**src/rtl/sync_rx_pkg.sv**
```systemverilog
// Shared types and defaults for the sync frame receiver.
// Provides the FSM state enum and the default sync word constants.
package sync_rx_pkg;

    typedef enum logic [0:0] {
        HUNT    = 1'b0,
        PAYLOAD = 1'b1
    } state_t;

    localparam int               SYNC_W_DEF       = 6;
    localparam logic [SYNC_W_DEF-1:0] SYNC_PATTERN_DEF = 6'b110011;

endpackage

```
**src/rtl/sync_word_matcher.sv**
```systemverilog
// Sync word history register with combinational pattern compare.
// Ports: clk, rst (sync, high), clr (history clear), shift_en,
//        a (serial bit), match (candidate history equals pattern).
module sync_word_matcher
    import sync_rx_pkg::*;
#(
    parameter int                SYNC_W       = SYNC_W_DEF,
    parameter logic [SYNC_W-1:0] SYNC_PATTERN = SYNC_PATTERN_DEF
) (
    input  logic clk,
    input  logic rst,
    input  logic clr,
    input  logic shift_en,
    input  logic a,
    output logic match
);

    logic [SYNC_W-1:0] r_hist;
    logic [SYNC_W-1:0] w_cand;

    // Candidate includes the bit being presented this cycle.
    assign w_cand = {r_hist[SYNC_W-2:0], a};
    assign match  = (w_cand == SYNC_PATTERN);

    always_ff @(posedge clk) begin
        if (rst || clr) begin
            r_hist <= '0;
        end else if (shift_en) begin
            r_hist <= w_cand;
        end
    end

endmodule

```
**src/rtl/sync_frame_receiver.sv**
```systemverilog
// Serial frame receiver: hunts for a sync word, then captures a payload.
// Ports: clk, rst, en, bit_valid, a in; data/data_valid/data_ready
//        handshake; in_frame, overrun pulse, frame_count out.
module sync_frame_receiver
    import sync_rx_pkg::*;
#(
    parameter int                SYNC_W       = SYNC_W_DEF,
    parameter logic [SYNC_W-1:0] SYNC_PATTERN = SYNC_PATTERN_DEF,
    parameter int                PAYLOAD_W    = 8,
    parameter int                CNT_W        = 8
) (
    input  logic                 clk,
    input  logic                 rst,
    input  logic                 en,
    input  logic                 bit_valid,
    input  logic                 a,
    output logic [PAYLOAD_W-1:0] data,
    output logic                 data_valid,
    input  logic                 data_ready,
    output logic                 in_frame,
    output logic                 overrun,
    output logic [CNT_W-1:0]     frame_count
);

    localparam int BCNT_W = $clog2(PAYLOAD_W + 1);
    localparam logic [BCNT_W-1:0] LAST_IDX = BCNT_W'(PAYLOAD_W - 1);

    state_t r_state;
    state_t w_state_nxt;

    logic [PAYLOAD_W-1:0] r_pay;
    logic [BCNT_W-1:0]    r_bcnt;
    logic [PAYLOAD_W-1:0] r_data;
    logic                 r_valid;
    logic                 r_ovr;
    logic [CNT_W-1:0]     r_fc;

    logic                 w_acc;
    logic                 w_hunt_acc;
    logic                 w_pay_acc;
    logic                 w_match;
    logic                 w_hit;
    logic                 w_last;
    logic                 w_can_load;
    logic [PAYLOAD_W:0]   w_shift;

    assign w_acc      = en && bit_valid;
    assign w_hunt_acc = w_acc && (r_state == HUNT);
    assign w_pay_acc  = w_acc && (r_state == PAYLOAD);
    assign w_hit      = w_hunt_acc && w_match;
    assign w_last     = w_pay_acc && (r_bcnt == LAST_IDX);
    assign w_can_load = !r_valid || data_ready;

    // Low PAYLOAD_W bits are {payload[W-2:0], a}; works for W=1 too.
    assign w_shift = {r_pay, a};

    sync_word_matcher #(
        .SYNC_W       (SYNC_W),
        .SYNC_PATTERN (SYNC_PATTERN)
    ) u_match (
        .clk      (clk),
        .rst      (rst),
        .clr      (!en || w_hit || w_last),
        .shift_en (w_hunt_acc),
        .a        (a),
        .match    (w_match)
    );

    always_ff @(posedge clk) begin
        if (rst) begin
            r_state <= HUNT;
        end else begin
            r_state <= w_state_nxt;
        end
    end

    always_comb begin
        w_state_nxt = r_state;
        case (r_state)
            HUNT:    if (w_hit)  w_state_nxt = PAYLOAD;
            PAYLOAD: if (w_last) w_state_nxt = HUNT;
            default: w_state_nxt = HUNT;
        endcase
        if (!en) begin
            w_state_nxt = HUNT;
        end
    end

    always_ff @(posedge clk) begin
        if (rst || !en) begin
            r_pay  <= '0;
            r_bcnt <= '0;
        end else if (w_hit) begin
            r_bcnt <= '0;
        end else if (w_pay_acc) begin
            r_pay  <= w_shift[PAYLOAD_W-1:0];
            r_bcnt <= w_last ? '0 : r_bcnt + 1'b1;
        end
    end

    // Output register keeps running with en low so a word can drain.
    always_ff @(posedge clk) begin
        if (rst) begin
            r_data  <= '0;
            r_valid <= 1'b0;
            r_ovr   <= 1'b0;
            r_fc    <= '0;
        end else begin
            r_ovr <= w_last && !w_can_load;
            if (w_last && w_can_load) begin
                r_data  <= w_shift[PAYLOAD_W-1:0];
                r_valid <= 1'b1;
                r_fc    <= r_fc + 1'b1;
            end else if (r_valid && data_ready) begin
                r_valid <= 1'b0;
            end
        end
    end

    assign data        = r_data;
    assign data_valid  = r_valid;
    assign overrun     = r_ovr;
    assign frame_count = r_fc;
    assign in_frame    = (r_state == PAYLOAD);

endmodule
```
**config.mk**
```make
export PLATFORM = sky130hd
export DESIGN_NAME = sync_frame_receiver
export DESIGN_NICKNAME = d
export VERILOG_FILES = /design/src/rtl/sync_rx_pkg.sv /design/src/rtl/sync_word_matcher.sv /design/src/rtl/sync_frame_receiver.sv
export SDC_FILE = /design/constraint.sdc
export NUM_CORES = 1
export LEC_CHECK = 0
export BUFFER_PORTS_ARGS = -buffer_cell sky130_fd_sc_hd__buf_2
export CAP_MARGIN = 30
export CORE_ASPECT_RATIO = 0.75
export CORE_MARGIN = 2
export CORE_UTILIZATION = 48
export DETAILED_ROUTE_END_ITERATION = 16
export PLACE_DENSITY = 0.78
export SLEW_MARGIN = 30
export SYNTH_ARGS = -nofsm -noshare
export SYNTH_HDL_FRONTEND = slang
export SYNTH_SLANG_ARGS = --single-unit
export TNS_END_PERCENT = 20
```
**constraint.sdc**
```tcl
create_clock -name clk -period 1.59 [get_ports clk]
set_input_delay 0.0795 -clock clk [delete_from_list [all_inputs] [get_ports clk]]
set_output_delay 0.0795 -clock clk [all_outputs]
set_load 0.1 [all_outputs]
```
==> metrics.txt, run 1 <==
run status finished clean; CP max stage delay 0.52 ns; Port Buffers 24; Remaining Overflow, GRT 0; P_leak about 0.63 nW; Hold WC Path Type in -> reg; number of setup violations in the final report 0; syn_nets ~170; YS warnings 0; H-tree Lvls 2; DP HPWL 2.07 mm; Rel. slew slack 0.672; GPL Wtd Cong between 0.7 and 0.8; worst vdd ir between 0.0007 and 0.0008 V; drt drc 0; Slew Limit Fails 0; CTS tree built; DRT Pass-1 Iters 4; CTS clk-pin slew, worst paths 0.07 ns; Die H 50.7 µm; Cell Area, Placed ~1600 µm²; share of cells above drive strength 1 0.293; vias in the first global route approximately 1100; Critical Path Start Type flip-flop; DIE WIDTH 66.3 µm; Antenna diodes 0; WP data required 1.81 ns; CP Buf/Inv Count 0; post-CTS setup buffers 0; clock skew approximately 0.0058 ns; Worst Max-Slew Pin Slew 0.495 ns; via count around 1200; commonest non-fill, non-tap cells in the layout nand2_1, a21oi_1, dfxtp_1, buf_2, nor2_1; Top-Level Pins 25; CP max stage cell or4_4; Post-Syn Area 1400 µm²; cell taking the most area after synthesis dfxtp_1; critical path, cell by cell ha_4 -> and3b_2 -> nand3_2 -> or4_4 -> a21oi_2; synth unique cells 28; WL final 3.01 mm; first-pass GRT wire length 4.92 mm; Initial Util 0.521; Total GRT Usage 0.198; P per Cell Area 883 nW/µm²; RSZ-0062 raised after global routing no; final cycle utilization of the critical path 0.938; share of the synthesized area in the top cell type 0.501; CTS max path bufs 2; CTS Buf Count 5; Fin Setup TNS 0 ns; std cell rows 16; post-synthesis cell count 166; Crit Path Class reg -> reg; clock insertion delay at the later pin of the skew report 0.29 ns; fill count ~230; clock root cell clkbuf_8; Final Core Density 0.639; die area 3360 µm²; Seq/Total Area, Yosys 0.501; worst-path fanout max 3; core footprint 2680 µm²; Avg Inst Size Synth 8.42 µm²; WP data arrival 1.71 ns; Final Cell Area between 1500 and 2000 µm²; setup slack, reg-to-reg about 0.1 ns; fin nets roughly 200; FF-to-FF Start r_bcnt[1]$_SDFFE_PP0P_; Starting DRT DRC Count 84; Layout area overhead 22.7%; CTS Sinks 35; delay-heaviest family, CP simple AND/OR/NAND/NOR gates; worst r2r path cells 5; Max Cap Violations 0; Setup crit end kind flip-flop; final hold vios 0; top cells by area, synth dfxtp_1, nand2_1, a21oi_1; #FFs+latches synth 35; Hold Path Depth 3; initial antenna violation count 0; commonest non-fill, non-tap cell in the layout nand2_1; WHS Endpoint data[0]$_SDFFE_PP0P_; Fmax about 670 MHz; min cycle time layout 1.49 ns; min-delay src a; largest net degree at the start of global routing 21; remaining antenna violation count after routing 0; average via count per standard cell between 5 and 6; DR WL/cell 12.9 µm; reg2reg end frame_count[5]$_SDFFE_PP0P_
==> routing by layer <==
metal  vias up  global-route usage  share of wire
li1        633                   -              -
met1       580               0.232           0.44
met2        30               0.332           0.49
met3         3              0.0807          0.051
met4         0              0.0612          0.013
met5         -                   0              0
==> through the flow <==
step,setup WS (ns),power [mW],hold slack (ns),cells
final,0.0990,1.52,0.0778,234
after global routing,0.0206,1.59,0.0882,234
after CTS,0.0201,1.54,0.0666,234
after detailed placement,0.0656,0.929,0.381,226
after global placement,0.0968,0.927,0.380,226
after floorplan,0.0168,0.913,0.215,166
==> worst max-delay path by stage <==
| stage | startpoint | end | cells past startpoint |
|---|---|---|---|
| after global placement | r_bcnt[1]$_SDFFE_PP0P_ | frame_count[5]$_SDFFE_PP0P_ | 5 |
| after global routing | r_bcnt[1]$_SDFFE_PP0P_ | frame_count[7]$_SDFFE_PP0P_ | 5 |
| after detailed placement | r_bcnt[1]$_SDFFE_PP0P_ | frame_count[5]$_SDFFE_PP0P_ | 5 |
| after floorplan | frame_count[2]$_SDFFE_PP0P_ | frame_count[7]$_SDFFE_PP0P_ | 3 |
| after CTS | r_bcnt[1]$_SDFFE_PP0P_ | frame_count[5]$_SDFFE_PP0P_ | 5 |
| final | r_bcnt[1]$_SDFFE_PP0P_ | frame_count[5]$_SDFFE_PP0P_ | 5 |
==> report_power, final <==
part	internal, mW	switching [mW]	leakage, nW	total, mW
clock	0.307	0.298	0.0422	0.605
sequential	0.871	0.00148	0.289	0.872
combinational	0.0109	0.0268	0.296	0.0377
==> logic make-up after synthesis <==
group / synth area share
AND/OR/NAND/NOR: 0.303
flip-flops: 0.501
AO/OA/AOI/OAI: 0.104
buffers and inverters: 0.0215
XOR/XNOR: 0.0376
multiplexers: 0.0152
adder cells (fa/ha/maj): 0.0179
==> sequential cells by signal, summed over array words and instances (netlist names) <==
| name | count |
|---|---|
| data | 8 |
| frame_count | 8 |
| r_pay | 7 |
| u_match.r_hist | 5 |
| r_bcnt | 4 |
| data_valid | 1 |
| in_frame | 1 |
| overrun | 1 |
==> synth_stat cells <==
cell / n
o31ai_1: 2
nand3_1: 6
nand4_1: 3
nor4b_2: 1
or3b_2: 1
nand4b_1: 1
or2b_1: 1
nor3_1: 8
nor4_1: 2
nor2b_1: 2
buf_2: 3
or4_1: 2
mux2_2: 1
and3_4: 1
dfxtp_1: 35
ha_1: 2
nor2_1: 9
nand3b_1: 2
xor2_1: 3
mux2i_1: 1
nand3_2: 1
a21oi_1: 26
nand2_1: 43
clkbuf_1: 3
nand2b_1: 2
xnor2_1: 3
and3b_2: 1
buf_1: 1
==> final cells by class <==
cell class,instances,area (µm²),share of cell area
Multi-Input combinational cell,124,692,0.403
Timing Repair Buffer,31,173,0.101
Clock inverter,1,5.00,0.00292
Tap cell,36,45.0,0.0263
Sequential cell,35,724,0.422
Clock buffer,7,76.3,0.0445
==> worst min-delay path: stages <==
cell	delay [ns]
buf_2	0.13
nand2_1	0.06
a21oi_1	0.05
==> what timing repair did <==
item | CTS | global route
endpoints found under the hold margin | 0 | 0
setup endpoints to repair | 0 | 10
gates resized for setup | 0 | 7
hold buffers | 0 | 0
Power figures use the tool's default switching activity.
==> run 2: changes to the inputs <==
--- a/config.mk
+++ b/config.mk
@@ -12,6 +12,7 @@
 export CORE_UTILIZATION = 48
 export DETAILED_ROUTE_END_ITERATION = 16
 export PLACE_DENSITY = 0.78
+export RECOVER_POWER = 25
 export SLEW_MARGIN = 30
 export SYNTH_ARGS = -nofsm -noshare
 export SYNTH_HDL_FRONTEND = slang
==> run 2 against run 1 <==
Against the previous run:
- global-route usage unchanged
- die area unchanged
- sequential power barely moved
- total power about the same
- wire length rose by 1.2%
- setup slack got worse by 0.0014 ns
- count of clock-buffer cells in the layout unchanged
- largest cell class unchanged
- highest routed layer unchanged
==> metrics.txt, run 2 (same netlist as run 1, synthesis figures left out) <==
FF-to-FF Start r_bcnt[1]$_SDFFE_PP0P_ (unchanged); P per Cell Area 889 nW/µm² (was 883 nW/µm²); reg2reg end frame_count[5]$_SDFFE_PP0P_ (unchanged); Setup WS post-layout 0.0976 ns (was 0.0990 ns); via count 1250 (was 1246); WP data arrival 1.71 ns (about the same); Critical Path Start Type flip-flop (unchanged); worst-path fanout max 3 (unchanged); share of cells above drive strength 1 0.283 (was 0.293); Rel. slew slack 0.634 (was 0.672); Worst Setup EP frame_count[5]$_SDFFE_PP0P_ (unchanged); Max Cap Violations 0 (unchanged); hold slack final 0.0828 ns (was 0.0778 ns); Initial Util 0.521 (unchanged); Total GRT Usage 0.198 (unchanged); clock insertion delay at the later pin of the skew report 0.29 ns (about the same); CTS tree built (unchanged); drt drc 0 (unchanged); std cell rows 16 (unchanged); Setup crit end kind flip-flop (unchanged); post-CTS setup buffers 0 (unchanged); worst r2r path cells 5 (unchanged); CTS max path bufs 2 (unchanged); H-tree Lvls 2 (unchanged); CTS Buf Count 5 (unchanged); Crit Path Class reg -> reg (unchanged); CTS Sinks 35 (unchanged); worst vdd ir 0.000713 V (was 0.000702 V); initial antenna violation count 0 (unchanged); P_leak 0.622 nW (was 0.627 nW); Layout area overhead 22.1% (was 22.7%); commonest non-fill, non-tap cells in the layout nand2_1, a21oi_1, dfxtp_1 (was nand2_1, a21oi_1, dfxtp_1, buf_2, nor2_1); Post-Place Setup Slack 0.0656 ns (unchanged); GPL Wtd Cong 0.754 (unchanged); DR WL/cell 13.0 µm (was 12.9 µm); Final Core Density 0.636 (was 0.639); clock root cell clkbuf_8 (unchanged); Port Buffers 24 (unchanged); largest net degree at the start of global routing 21 (unchanged); DP HPWL 2.07 mm (unchanged); Top-Level Pins 25 (unchanged); first-pass GRT wire length 4.92 mm (unchanged); Hold WC Path Type in -> reg (unchanged); CP startpoint r_bcnt[1]$_SDFFE_PP0P_ (unchanged); core footprint 2680 µm² (unchanged); vias in the first global route 1101 (unchanged); remaining antenna violation count after routing 0 (unchanged); Slew Limit Fails 0 (unchanged); number of setup violations in the final report 0 (unchanged); Antenna diodes 0 (unchanged); final hold vios 0 (unchanged); final cycle utilization of the critical path 0.939 (was 0.938); fin nets 205 (unchanged); Worst Max-Slew Pin Slew 0.551 ns (was 0.495 ns); average via count per standard cell 5.34 (was 5.32); CTS clk-pin slew, worst paths 0.07 ns (about the same); Final Power 1.52 mW (about the same); setup slack, reg-to-reg 0.1 ns (about the same); run status finished clean (unchanged); die area 3360 µm² (unchanged); DRT Pass-1 Iters 4 (unchanged); WP data required 1.81 ns (about the same); WL final 3.05 mm (was 3.01 mm); commonest non-fill, non-tap cell in the layout nand2_1 (unchanged); DIE WIDTH 66.3 µm (unchanged); clock skew 0.00315 ns (was 0.00580 ns); RSZ-0062 raised after global routing no (unchanged); min cycle time layout 1.49 ns (about the same); Die H 50.7 µm (unchanged); Starting DRT DRC Count 68 (was 84); Remaining Overflow, GRT 0 (unchanged); Fmax 670 MHz (was 671 MHz); Fin Setup TNS 0 ns (unchanged)
run 2: critical path: stages (launching register included):
cell	delay (ns)
dfxtp_2	0.37
ha_4	0.14
and3b_2	0.19
nand3_2	0.09
or4_4	0.52
a21oi_2	0.12
run 2: final cells by class:
type,instances,area (µm²)
Clock buffer,7,76.3
Clock inverter,1,5.00
Fill cell,230,976
Multi-Input combinational cell,124,687
Sequential cell,35,721
Tap cell,36,45.0
Timing Repair Buffer,31,173
run 2: worst min path at each step:
stage	startpoint	end	depth (start not counted)
5_1_grt	a	r_pay[0]$_SDFFE_PP0P_	3
2_1_floorplan	a	r_pay[0]$_SDFFE_PP0P_	2
3_5_place_dp	a	data[0]$_SDFFE_PP0P_	3
3_3_place_gp	a	r_pay[0]$_SDFFE_PP0P_	3
4_1_cts	a	data[0]$_SDFFE_PP0P_	3
6_report	a	data[0]$_SDFFE_PP0P_	3
run 2: power breakdown:
part           leakage, nW  total (mW)  switching (mW)  internal [mW]
clock network       0.0422       0.604           0.298          0.307
logic                0.292      0.0378          0.0269         0.0109
registers            0.288       0.874         0.00146          0.873
run 2: per-layer routing:
metal,GRT usage,share of wire,up-vias
met5,0,0,-
met4,0.0612,0.013,0
met3,0.0807,0.051,3
met2,0.332,0.49,32
met1,0.232,0.44,583
li1,-,-,632
run 2: stage by stage:
step                cell area (µm²)  std cells
floorplan                      1420        166
global placement               1610        226
detailed placement             1610        226
CTS                            1690        234
global route                   1710        234
finish                         1710        234
run 2: what timing repair did:
| item | 4_1_cts | 5_1_grt |
|---|---|---|
| endpoints found under the setup margin | 0 | 10 |
| gates resized for setup | 0 | 7 |
| hold buffers | 0 | 0 |
==> run 3: changes to the inputs <==
--- a/config.mk
+++ b/config.mk
@@ -5,7 +5,7 @@
 export SDC_FILE = /design/constraint.sdc
 export NUM_CORES = 1
 export LEC_CHECK = 0
-export BUFFER_PORTS_ARGS = -buffer_cell sky130_fd_sc_hd__buf_2
+export BUFFER_PORTS_ARGS = -buffer_cell sky130_fd_sc_hd__clkbuf_2
 export CAP_MARGIN = 30
 export CORE_ASPECT_RATIO = 0.75
 export CORE_MARGIN = 2
==> run 3 against run 2 <==
Against the previous run:
- total power is 1.1% lower
- flip-flop and latch count unchanged
- register-to-register slack lost 0.03 ns
- setup slack got worse by 0.026 ns
- clock power down 3%
- final area decreased by 1.0%
- critical path type unchanged
- highest routed layer unchanged
- count of clock-buffer cells in the layout is the same
==> metrics.txt, run 3 (same netlist as run 1, synthesis figures left out) <==
Final Power 1.50 mW (was 1.52 mW); final cycle utilization of the critical path 0.955 (was 0.939); Remaining Overflow, GRT 0 (unchanged); clock skew 0.00460 ns (was 0.00315 ns); P_sw 0.312 mW (was 0.326 mW); Die H 50.7 µm (unchanged); WP data arrival 1.72 ns (was 1.71 ns); via count 1254 (was 1250); min cycle time layout 1.52 ns (was 1.49 ns); commonest non-fill, non-tap cells in the layout nand2_1, a21oi_1, dfxtp_1 (unchanged); DP HPWL 2.17 mm (was 2.07 mm); CTS max path bufs 2 (unchanged); die area 3360 µm² (unchanged); Slew Limit Fails 0 (unchanged); drt drc 0 (unchanged); commonest non-fill, non-tap cell in the layout nand2_1 (unchanged); CTS tree built (unchanged); Crit Path Class reg -> reg (unchanged); average via count per standard cell 5.36 (was 5.34); Total GRT Usage 0.198 (about the same); CP max stage cell or4_1 (was or4_4); Rel. slew slack 0.637 (was 0.634); DR WL/cell 12.4 µm (was 13.0 µm); CTS Sinks 35 (unchanged); remaining antenna violation count after routing 0 (unchanged); fill count 233 (was 230); WL final 2.90 mm (was 3.05 mm); Hold WC Path Type in -> reg (unchanged); Clk pwr share 0.390 (was 0.399); fin nets 206 (was 205); CTS Buf Count 5 (unchanged); worst vdd ir 0.000552 V (was 0.000713 V); Multi-input gate area 674 µm² (was 687 µm²); P per Cell Area 888 nW/µm² (was 889 nW/µm²); Internal Power 1.19 mW (about the same); Port Buffers 24 (unchanged); number of setup violations in the final report 0 (unchanged); largest net degree at the start of global routing 20 (was 21); clock root cell clkbuf_8 (unchanged); run status finished clean (unchanged); first-pass GRT wire length 4.91 mm (was 4.92 mm); DIE WIDTH 66.3 µm (unchanged); Layout area overhead 20.9% (was 22.1%); register area 717 µm² (was 721 µm²); Fmax 659 MHz (was 670 MHz); Antenna diodes 0 (unchanged); CP max stage delay 0.51 ns (was 0.52 ns); share of cells above drive strength 1 0.268 (was 0.283); Worst Max-Slew Pin Slew 0.547 ns (was 0.551 ns); Top-Level Pins 25 (unchanged); clock insertion delay at the later pin of the skew report 0.28 ns (was 0.29 ns); sequential power share 0.584 (was 0.576); vias in the first global route 1126 (was 1101); DRT Pass-1 Iters 4 (unchanged); cts hold-fix bufs 0 (unchanged); H-tree Lvls 2 (unchanged); worst-path fanout max 3 (unchanged); Starting DRT DRC Count 92 (was 68); RSZ-0062 raised after global routing yes (was no); CTS clk-pin slew, worst paths 0.06 ns (was 0.07 ns); Logic pwr share 0.026 (was 0.025); initial antenna violation count 0 (unchanged); GPL Wtd Cong 0.762 (was 0.754); std cell rows 16 (unchanged); switching share of power 0.208 (was 0.215); Critical Path Start Type flip-flop (unchanged); P_leak 0.604 nW (was 0.622 nW); Max Cap Violations 0 (unchanged); setup slack, reg-to-reg 0.07 ns (was 0.1 ns); post-CTS setup buffers 0 (unchanged); WP data required 1.80 ns (was 1.81 ns); final hold vios 0 (unchanged); Initial Util 0.521 (unchanged); Setup crit end kind flip-flop (unchanged); Fin Setup TNS 0 ns (unchanged); critical path, cell by cell ha_2 -> and3b_2 -> nand3_2 -> or4_1 -> a21oi_1 (was ha_4 -> and3b_2 -> nand3_2 -> or4_4 -> a21oi_2); core footprint 2680 µm² (unchanged); hold slack final 0.101 ns (was 0.0828 ns)
## run 3: layer usage
metal	global-route usage	wire, µm	vias to the layer above
li1	-	-	633
met1	0.228	1260	588
met2	0.338	1500	31
met3	0.0807	140	2
met4	0.0510	8	0
met5	0	0	-
## run 3: final cells by class
cell class              count  share of cell area
multi-input cells         124               0.399
clock buffers               7              0.0452
well taps                  36              0.0267
flip-flops and latches     35               0.424
repair buffers             32               0.104
## run 3: final timing paths
path                          start  depth (start not counted)                     endpoint
max          r_bcnt[1]$_SDFFE_PP0P_                          5  frame_count[5]$_SDFFE_PP0P_
min                               a                          3        r_pay[0]$_SDFFE_PP0P_
max reg2reg  r_bcnt[1]$_SDFFE_PP0P_                          5  frame_count[5]$_SDFFE_PP0P_
min reg2reg   r_pay[6]$_SDFFE_PP0P_                          2        r_pay[6]$_SDFFE_PP0P_
## run 3: per-stage QoR
step	setup WS (ns)	util	std cells	area [µm²]
floorplan	0.0168	-	166	1420
global placement	0.0964	0.602	227	1610
detailed placement	0.0375	0.602	227	1610
CTS	0.0232	0.630	234	1690
global route	-0.0237	0.630	234	1690
finish	0.0718	0.630	234	1690
## run 3: power groups by stage
stage | logic [mW] | clock network [mW] | registers (mW)
after floorplan | 0.0207 | 0 | 0.892
after global placement | 0.0369 | 0 | 0.892
after detailed placement | 0.0396 | 0 | 0.892
after CTS | 0.0397 | 0.602 | 0.872
after global routing | 0.0430 | 0.655 | 0.875
final | 0.0396 | 0.585 | 0.876
## run 3: repair_timing
item | CTS | global route
gates resized for setup | 0 | 4
endpoints found under the hold margin | 0 | 0
endpoints found under the setup margin | 0 | 15
## run 3: critical path, delay by kind of cell (launching register included)
family | cells | cell delay, ns
flops | 1 | 0.34
simple gates | 3 | 0.80
compound gates | 1 | 0.13
fa+ha+maj | 1 | 0.18
